$ cat src/rtl/tqvp_jnms_pdm_seq_if.sv
// PDM capture sequencer bus bundle.
// Groups configuration, microphone data, interrupt handshakes and the
// captured bit stream between the register block (master) and the
// sequencer (slave). bit_chan exists only when TQVP_JNMS_PDM_STEREO_EN
// is defined.
interface tqvp_jnms_pdm_seq_if #(
    parameter int DIV_W   = 8,
    parameter int WARM_W  = 16,
    parameter int DECIM_W = 8
);
    logic               enable;
    logic [DIV_W-1:0]   clk_half_period;
    logic [WARM_W-1:0]  warmup_periods;
    logic [DECIM_W-1:0] decim_ratio;
    logic               edge_sel;
    logic               pdm_data_in;
    logic               sample_ack;
    logic               overrun_clr;
    logic               pdm_clk_out;
    logic               bit_valid;
    logic               bit_data;
    logic               pcm_tick;
    logic [1:0]         state;
    logic               irq;
    logic               overrun;
`ifdef TQVP_JNMS_PDM_STEREO_EN
    logic               bit_chan;
`endif

    modport master (
        output enable, clk_half_period, warmup_periods, decim_ratio, edge_sel,
        output pdm_data_in, sample_ack, overrun_clr,
        input  pdm_clk_out, bit_valid, bit_data, pcm_tick, state, irq, overrun
`ifdef TQVP_JNMS_PDM_STEREO_EN
        , input bit_chan
`endif
    );

    modport slave (
        input  enable, clk_half_period, warmup_periods, decim_ratio, edge_sel,
        input  pdm_data_in, sample_ack, overrun_clr,
        output pdm_clk_out, bit_valid, bit_data, pcm_tick, state, irq, overrun
`ifdef TQVP_JNMS_PDM_STEREO_EN
        , output bit_chan
`endif
    );
endinterface

$ cat src/rtl/tqvp_jnms_pdm_seq.sv
// PDM microphone capture sequencer.
// Generates the PDM clock from clk, discards a warm-up period after enable,
// then samples pdm_data_in on the latched edge, strobes each bit out and
// issues pcm_tick every decim_ratio bits. Owns the sample-ready irq and the
// sticky overrun flag.
// Ports: clk, rst (async active-high), bus (tqvp_jnms_pdm_seq_if.slave):
//   config inputs enable/clk_half_period/warmup_periods/decim_ratio/edge_sel,
//   pdm_data_in, sample_ack, overrun_clr; outputs pdm_clk_out, bit_valid,
//   bit_data, pcm_tick, state, irq, overrun.
// Optional: TQVP_JNMS_PDM_STEREO_EN samples both PDM clock edges and adds
//   bus.bit_chan (0 = rising/left, 1 = falling/right).
//
// state     | meaning
// ST_IDLE   | PDM clock held low, waiting for enable
// ST_WARMUP | PDM clock running, bits discarded, counting rising edges
// ST_RUN    | bits captured and decimation frames counted
module tqvp_jnms_pdm_seq #(
    parameter int DIV_W   = 8,
    parameter int WARM_W  = 16,
    parameter int DECIM_W = 8
) (
    input logic                clk,
    input logic                rst,
    tqvp_jnms_pdm_seq_if.slave bus
);
    typedef enum logic [1:0] {
        ST_IDLE   = 2'b00,
        ST_WARMUP = 2'b01,
        ST_RUN    = 2'b10
    } state_t;

    localparam logic [DIV_W-1:0]   DIV_ONE   = 1;
    localparam logic [WARM_W-1:0]  WARM_ONE  = 1;
    localparam logic [DECIM_W-1:0] DECIM_ONE = 1;

    state_t             state_q, state_d;
    logic [DIV_W-1:0]   div_cnt_q, div_cnt_d;
    logic [DIV_W-1:0]   hp_q, hp_d;
    logic [WARM_W-1:0]  warm_cnt_q, warm_cnt_d;
    logic [WARM_W-1:0]  warmup_q, warmup_d;
    logic [DECIM_W-1:0] decim_cnt_q, decim_cnt_d;
    logic [DECIM_W-1:0] ratio_q, ratio_d;
    logic               edge_sel_q, edge_sel_d;
    logic               pdm_clk_q, pdm_clk_d;
    logic               bit_valid_q, bit_valid_d;
    logic               bit_data_q, bit_data_d;
    logic               pcm_tick_q, pcm_tick_d;
    logic               irq_q, irq_d;
    logic               overrun_q, overrun_d;
`ifdef TQVP_JNMS_PDM_STEREO_EN
    logic               bit_chan_q, bit_chan_d;
`endif

    logic div_tc, rise_evt, fall_evt, sample_evt, count_evt;

    // Edge events describe the PDM clock change scheduled for this clk edge.
    assign div_tc   = (div_cnt_q == hp_q - DIV_ONE);
    assign rise_evt = (state_q != ST_IDLE) && div_tc && !pdm_clk_q;
    assign fall_evt = (state_q != ST_IDLE) && div_tc && pdm_clk_q;

`ifdef TQVP_JNMS_PDM_STEREO_EN
    assign sample_evt = rise_evt | fall_evt;
    assign count_evt  = fall_evt;
`else
    assign sample_evt = edge_sel_q ? fall_evt : rise_evt;
    assign count_evt  = sample_evt;
`endif

    always_comb begin
        state_d     = state_q;
        div_cnt_d   = div_cnt_q;
        hp_d        = hp_q;
        warm_cnt_d  = warm_cnt_q;
        warmup_d    = warmup_q;
        decim_cnt_d = decim_cnt_q;
        ratio_d     = ratio_q;
        edge_sel_d  = edge_sel_q;
        pdm_clk_d   = pdm_clk_q;
        bit_valid_d = 1'b0;
        bit_data_d  = bit_data_q;
        pcm_tick_d  = 1'b0;
`ifdef TQVP_JNMS_PDM_STEREO_EN
        bit_chan_d  = bit_chan_q;
`endif

        // A tick acknowledged in the same cycle keeps irq set without overrun.
        irq_d     = pcm_tick_q | (irq_q & ~bus.sample_ack);
        overrun_d = (pcm_tick_q & irq_q & ~bus.sample_ack) | (overrun_q & ~bus.overrun_clr);

        if (state_q == ST_IDLE) begin
            pdm_clk_d = 1'b0;
            div_cnt_d = '0;
            if (bus.enable) begin
                hp_d        = (bus.clk_half_period == '0) ? DIV_ONE : bus.clk_half_period;
                warmup_d    = bus.warmup_periods;
                ratio_d     = bus.decim_ratio;
                edge_sel_d  = bus.edge_sel;
                warm_cnt_d  = '0;
                decim_cnt_d = '0;
                state_d     = ST_WARMUP;
            end
        end else if (!bus.enable) begin
            state_d     = ST_IDLE;
            pdm_clk_d   = 1'b0;
            div_cnt_d   = '0;
            warm_cnt_d  = '0;
            decim_cnt_d = '0;
        end else begin
            if (div_tc) begin
                div_cnt_d = '0;
                pdm_clk_d = ~pdm_clk_q;
            end else begin
                div_cnt_d = div_cnt_q + DIV_ONE;
            end

            if (state_q == ST_WARMUP) begin
                if (rise_evt) warm_cnt_d = warm_cnt_q + WARM_ONE;
                if (warmup_q == '0 || (rise_evt && warm_cnt_q == warmup_q - WARM_ONE))
                    state_d = ST_RUN;
            end else if (sample_evt) begin
                bit_valid_d = 1'b1;
                bit_data_d  = bus.pdm_data_in;
`ifdef TQVP_JNMS_PDM_STEREO_EN
                bit_chan_d  = fall_evt;
`endif
                // ratio 0 wraps to all-ones here, giving a 2^DECIM_W frame.
                if (count_evt) begin
                    if (decim_cnt_q == ratio_q - DECIM_ONE) begin
                        pcm_tick_d  = 1'b1;
                        decim_cnt_d = '0;
                    end else begin
                        decim_cnt_d = decim_cnt_q + DECIM_ONE;
                    end
                end
            end
        end
    end

    always_ff @(posedge clk or posedge rst) begin
        if (rst) begin
            state_q     <= ST_IDLE;
            div_cnt_q   <= '0;
            hp_q        <= '0;
            warm_cnt_q  <= '0;
            warmup_q    <= '0;
            decim_cnt_q <= '0;
            ratio_q     <= '0;
            edge_sel_q  <= 1'b0;
            pdm_clk_q   <= 1'b0;
            bit_valid_q <= 1'b0;
            bit_data_q  <= 1'b0;
            pcm_tick_q  <= 1'b0;
            irq_q       <= 1'b0;
            overrun_q   <= 1'b0;
`ifdef TQVP_JNMS_PDM_STEREO_EN
            bit_chan_q  <= 1'b0;
`endif
        end else begin
            state_q     <= state_d;
            div_cnt_q   <= div_cnt_d;
            hp_q        <= hp_d;
            warm_cnt_q  <= warm_cnt_d;
            warmup_q    <= warmup_d;
            decim_cnt_q <= decim_cnt_d;
            ratio_q     <= ratio_d;
            edge_sel_q  <= edge_sel_d;
            pdm_clk_q   <= pdm_clk_d;
            bit_valid_q <= bit_valid_d;
            bit_data_q  <= bit_data_d;
            pcm_tick_q  <= pcm_tick_d;
            irq_q       <= irq_d;
            overrun_q   <= overrun_d;
`ifdef TQVP_JNMS_PDM_STEREO_EN
            bit_chan_q  <= bit_chan_d;
`endif
        end
    end

    assign bus.pdm_clk_out = pdm_clk_q;
    assign bus.bit_valid   = bit_valid_q;
    assign bus.bit_data    = bit_data_q;
    assign bus.pcm_tick    = pcm_tick_q;
    assign bus.state       = state_q;
    assign bus.irq         = irq_q;
    assign bus.overrun     = overrun_q;
`ifdef TQVP_JNMS_PDM_STEREO_EN
    assign bus.bit_chan    = bit_chan_q;
`endif
endmodule

$ cat src/flat_wrapper.sv
// flat-port wrapper written by rule: the top's interface ports become plain ports
module tqvp_jnms_pdm_seq_flat 
#(
    parameter int DIV_W   = 8,
    parameter int WARM_W  = 16,
    parameter int DECIM_W = 8
)
  (clk, rst, bus_enable, bus_clk_half_period, bus_warmup_periods, bus_decim_ratio, bus_edge_sel, bus_pdm_data_in, bus_sample_ack, bus_overrun_clr, bus_pdm_clk_out, bus_bit_valid, bus_bit_data, bus_pcm_tick, bus_state, bus_irq, bus_overrun);
  tqvp_jnms_pdm_seq_if #(.DIV_W(DIV_W), .WARM_W(WARM_W), .DECIM_W(DECIM_W)) bus_i ();
  input logic clk;
  input logic rst;
  input wire logic [$bits(bus_i.enable)-1:0] bus_enable;
  input wire logic [$bits(bus_i.clk_half_period)-1:0] bus_clk_half_period;
  input wire logic [$bits(bus_i.warmup_periods)-1:0] bus_warmup_periods;
  input wire logic [$bits(bus_i.decim_ratio)-1:0] bus_decim_ratio;
  input wire logic [$bits(bus_i.edge_sel)-1:0] bus_edge_sel;
  input wire logic [$bits(bus_i.pdm_data_in)-1:0] bus_pdm_data_in;
  input wire logic [$bits(bus_i.sample_ack)-1:0] bus_sample_ack;
  input wire logic [$bits(bus_i.overrun_clr)-1:0] bus_overrun_clr;
  output wire logic [$bits(bus_i.pdm_clk_out)-1:0] bus_pdm_clk_out;
  output wire logic [$bits(bus_i.bit_valid)-1:0] bus_bit_valid;
  output wire logic [$bits(bus_i.bit_data)-1:0] bus_bit_data;
  output wire logic [$bits(bus_i.pcm_tick)-1:0] bus_pcm_tick;
  output wire logic [$bits(bus_i.state)-1:0] bus_state;
  output wire logic [$bits(bus_i.irq)-1:0] bus_irq;
  output wire logic [$bits(bus_i.overrun)-1:0] bus_overrun;
  assign bus_i.enable = bus_enable;
  assign bus_i.clk_half_period = bus_clk_half_period;
  assign bus_i.warmup_periods = bus_warmup_periods;
  assign bus_i.decim_ratio = bus_decim_ratio;
  assign bus_i.edge_sel = bus_edge_sel;
  assign bus_i.pdm_data_in = bus_pdm_data_in;
  assign bus_i.sample_ack = bus_sample_ack;
  assign bus_i.overrun_clr = bus_overrun_clr;
  assign bus_pdm_clk_out = bus_i.pdm_clk_out;
  assign bus_bit_valid = bus_i.bit_valid;
  assign bus_bit_data = bus_i.bit_data;
  assign bus_pcm_tick = bus_i.pcm_tick;
  assign bus_state = bus_i.state;
  assign bus_irq = bus_i.irq;
  assign bus_overrun = bus_i.overrun;
  tqvp_jnms_pdm_seq #(.DIV_W(DIV_W), .WARM_W(WARM_W), .DECIM_W(DECIM_W)) u_core (.clk(clk), .rst(rst), .bus(bus_i));
endmodule
$ cat config.mk
export PLATFORM = sky130hd
export DESIGN_NAME = tqvp_jnms_pdm_seq_flat
export DESIGN_NICKNAME = d
export VERILOG_FILES = /design/src/rtl/tqvp_jnms_pdm_seq_if.sv /design/src/rtl/tqvp_jnms_pdm_seq.sv /design/src/flat_wrapper.sv
export SDC_FILE = /design/constraint.sdc
export NUM_CORES = 1
export LEC_CHECK = 0
export ABC_AREA = 1
export BUFFER_PORTS_ARGS = -buffer_cell sky130_fd_sc_hd__buf_2
export CORE_ASPECT_RATIO = 1.75
export CORE_UTILIZATION = 59
export DETAILED_ROUTE_END_ITERATION = 16
export PLACE_DENSITY = 0.83
export SLEW_MARGIN = 5
export SYNTH_ARGS = -nofsm -noshare
export SYNTH_HDL_FRONTEND = slang
export SYNTH_SLANG_ARGS = --single-unit
$ cat constraint.sdc
create_clock -name clk -period 2.7 [get_ports clk]
set_input_delay 0.27 -clock clk [delete_from_list [all_inputs] [get_ports clk]]
set_output_delay 0.27 -clock clk [all_outputs]
set_load 0.1 [all_outputs]
==> flow_metrics.env <==
export IMPL_status="complete, no violations"
export IMPL_min_period_ps=2330
export IMPL_drt_iter0_drc=224
export IMPL_insertion_delay_ps=340
export IMPL_rows=41
export IMPL_num_vias=3990
export IMPL_hold_slack_ps=121
export IMPL_clock_sinks=73
export IMPL_power_per_cell_area_nw_per_um2=938
export IMPL_hp_class="in -> reg"
export IMPL_synth_compound_area_share_pct=6.97
export IMPL_cts_tree="yes"
export IMPL_slowest_delay_ps=370
export IMPL_critPathMaxFanout=23
export IMPL_dieArea_um2=7910
export IMPL_routed_wl_um=10300
export IMPL_path_buf_inv=1
export IMPL_clk_pin_slew_ps=60
export IMPL_viasPerCell=5.48
export IMPL_power_mw=4.76
export IMPL_post_dp_hpwl_um=7650
export IMPL_max_freq_mhz=429
export IMPL_synthMuxAreaShare_pct=3.29
export IMPL_layout_commonest_cell="nand2_1"
export IMPL_drt_pass1_iter_count=4
export IMPL_design_area_um2=5080
export IMPL_synth_nets=631
export IMPL_antenna_found_initial=0
export IMPL_slowest_stage="dfrtp_1"
export IMPL_synth_ff_type="dfrtp_1"
export IMPL_preCtsSetupSlack_ps=404
export IMPL_portBuffers=46
export IMPL_synth_warnings=0
export IMPL_min_to="u_core.bus.overrun"
export IMPL_drive_gt1_share_pct=16.2
export IMPL_drv_slew=0
export IMPL_tns_ps=0
export IMPL_skew_ps=4.07
export IMPL_syn_to_final_growth_pct=14.1
export IMPL_r2r_end="u_core.warm_cnt_q[3]"
export IMPL_ant_nets=0
export IMPL_grt_max_degree=74
export IMPL_synth_xor_area_share_pct=8.66
export IMPL_synth_cells=585
export IMPL_place_gp_congestion=0.928
export IMPL_finalHoldViolCount=0
export IMPL_grt_pass1_vias=4101
export IMPL_ys_seq_area_share_pct=41.1
export IMPL_dp_cells=713
export IMPL_worstPathArrival_ps=2610
export IMPL_final_util_pct=70.2
export IMPL_ff2ff_setup_slack_ps=370
export IMPL_p_leak_nw=2.51
export IMPL_hold_path_depth=2
export IMPL_vdd_drop_max_uv=758
export IMPL_fin_crit_sh_pct=86.4
export IMPL_crit_required_ps=2970
export IMPL_synthArstFlopShare_pct=100
export IMPL_setup_violations=0
export IMPL_num_io_pins=47
export IMPL_synthAdderAreaFrac_pct=1.97
export IMPL_synth_cell_area_um2=4450
export IMPL_clk_path_buf_depth=2
export IMPL_gr_total_overflow=0
export IMPL_worst_slew_pin_slew_ps=904
export IMPL_synth_edf_count=0
export IMPL_avgSynthCellArea_um2=7.61
export IMPL_layout_setup_ws_ps=367
export IMPL_fin_cells=728
export IMPL_most_common_layout_cells="nand2_1, nor2_1, inv_1"
export IMPL_synth_distinct_cells=37
export IMPL_n_antenna_cell=0
export IMPL_initial_utilization_pct=61.5
export IMPL_grt_setup_unrepaired="false"
export IMPL_drc=0
export IMPL_reg2reg_depth=15
export IMPL_cp_start_kind="flop"
export IMPL_cts_max_level=3
export IMPL_critPathTopFamily="simple AND/OR/NAND/NOR gates"
export IMPL_cts_setup_buffers=0
export IMPL_cp_cell_sequence="inv_1 -> ha_1 -> nand3_2 -> and2_1 -> nor2_1 -> nand3_1 -> nor2_2 -> nand2_4 -> nor2_8 -> nand2_4 -> nand2_4 -> nand2_1 -> nand2_1 -> nand2_1 -> nor2_1"
export IMPL_slew_headroom_pct=39.7
export IMPL_die_x_um=67.6
export IMPL_core_area_um2=7230
export IMPL_cap_violations=0
export IMPL_cts_buffers=9
export IMPL_endpoint_kind="flop"
export IMPL_synth_simple_area_share_pct=30.1
export IMPL_routedWlPerCell_um=14.2
export IMPL_cts_root_buf="clkbuf_16"
export IMPL_track_usage_pct=29.4
export IMPL_rr_startpoint="u_core.hp_q[0]"
export IMPL_ys_ff_latch=73
export IMPL_path_class="reg -> reg"
export IMPL_die_y_um=117
export IMPL_placed_cell_area_um2=4770
export IMPL_min_delay_start="bus_overrun_clr"
export IMPL_grt_pass1_wl_um=17300
export IMPL_synth_top_family_by_area="simple AND/OR/NAND/NOR gates"
export IMPL_hold_buffers=0
export IMPL_fin_nets=684
export IMPL_cts_resized=0
## final cells by class
type                            instances  area (um^2)
Clock buffer                            9          225
Clock inverter                          6         83.8
Fill cell                             556         2160
Inverter                               81          304
Multi-Input combinational cell        423         2270
Sequential cell                        73         1830
Tap cell                               86          108
Timing Repair Buffer                   50          260
## registers in the layout, indices dropped and copies added (netlist names)
signal,cells
u_core.bus.state,2
u_core.decim_cnt_q,8
u_core.bus.irq,1
u_core.bus.bit_valid,1
u_core.warmup_q,16
u_core.bus.pcm_tick,1
u_core.edge_sel_q,1
u_core.div_cnt_q,8
u_core.bus.overrun,1
u_core.bus.pdm_clk_out,1
u_core.warm_cnt_q,16
u_core.hp_q,8
u_core.bus.bit_data,1
u_core.ratio_q,8
## worst max-delay path by stage
stage	startpoint	endpoint	depth (start not counted)
3_3_place_gp	u_core.hp_q[0]	u_core.warm_cnt_q[3]	17
3_5_place_dp	u_core.hp_q[0]	u_core.warm_cnt_q[3]	15
6_report	u_core.hp_q[0]	u_core.warm_cnt_q[3]	15
5_1_grt	u_core.hp_q[0]	u_core.warm_cnt_q[3]	15
4_1_cts	u_core.hp_q[0]	u_core.warm_cnt_q[3]	15
2_1_floorplan	u_core.bus.state[0]	u_core.hp_q[0]	5
## per-layer routing
layer | up-vias | global-route usage, % | wire [um]
li1 | 1965 | - | -
met1 | 1873 | 29.8 | 3990
met2 | 118 | 53.2 | 5510
met3 | 34 | 7.75 | 419
met4 | 0 | 15.3 | 414
met5 | - | 0 | 0
## cells by family (layout without fill, tap and decap cells)
family | after synthesis | in the layout
flip-flops | 73 | 73
adder cells (fa/ha/maj) | 7 | 7
multiplexers | 13 | 13
buffers and inverters | 89 | 146
AO/OA/AOI/OAI | 56 | 56
XOR/XNOR | 44 | 44
AND/OR/NAND/NOR | 303 | 303
## power by group
| part | leakage [nW] | internal [mW] | switching [mW] |
|---|---|---|---|
| registers | 0.930 | 1.38 | 0.288 |
| clock network | 0.155 | 0.799 | 0.443 |
| logic | 1.43 | 0.664 | 1.19 |
## cells in the mapped netlist (7+ instances only)
master / number / area, um^2
a21oi_1: 21 / 105
mux2_2: 13 / 146
inv_1: 75 / 282
xnor2_1: 13 / 114
nor2_1: 78 / 293
ha_1: 7 / 87.6
o21ai_0: 22 / 110
xor2_1: 31 / 272
nor3_1: 18 / 90.1
nand3_1: 49 / 245
dfrtp_1: 73 / 1830
nand2_1: 129 / 484
Power figures use the tool's default switching activity.
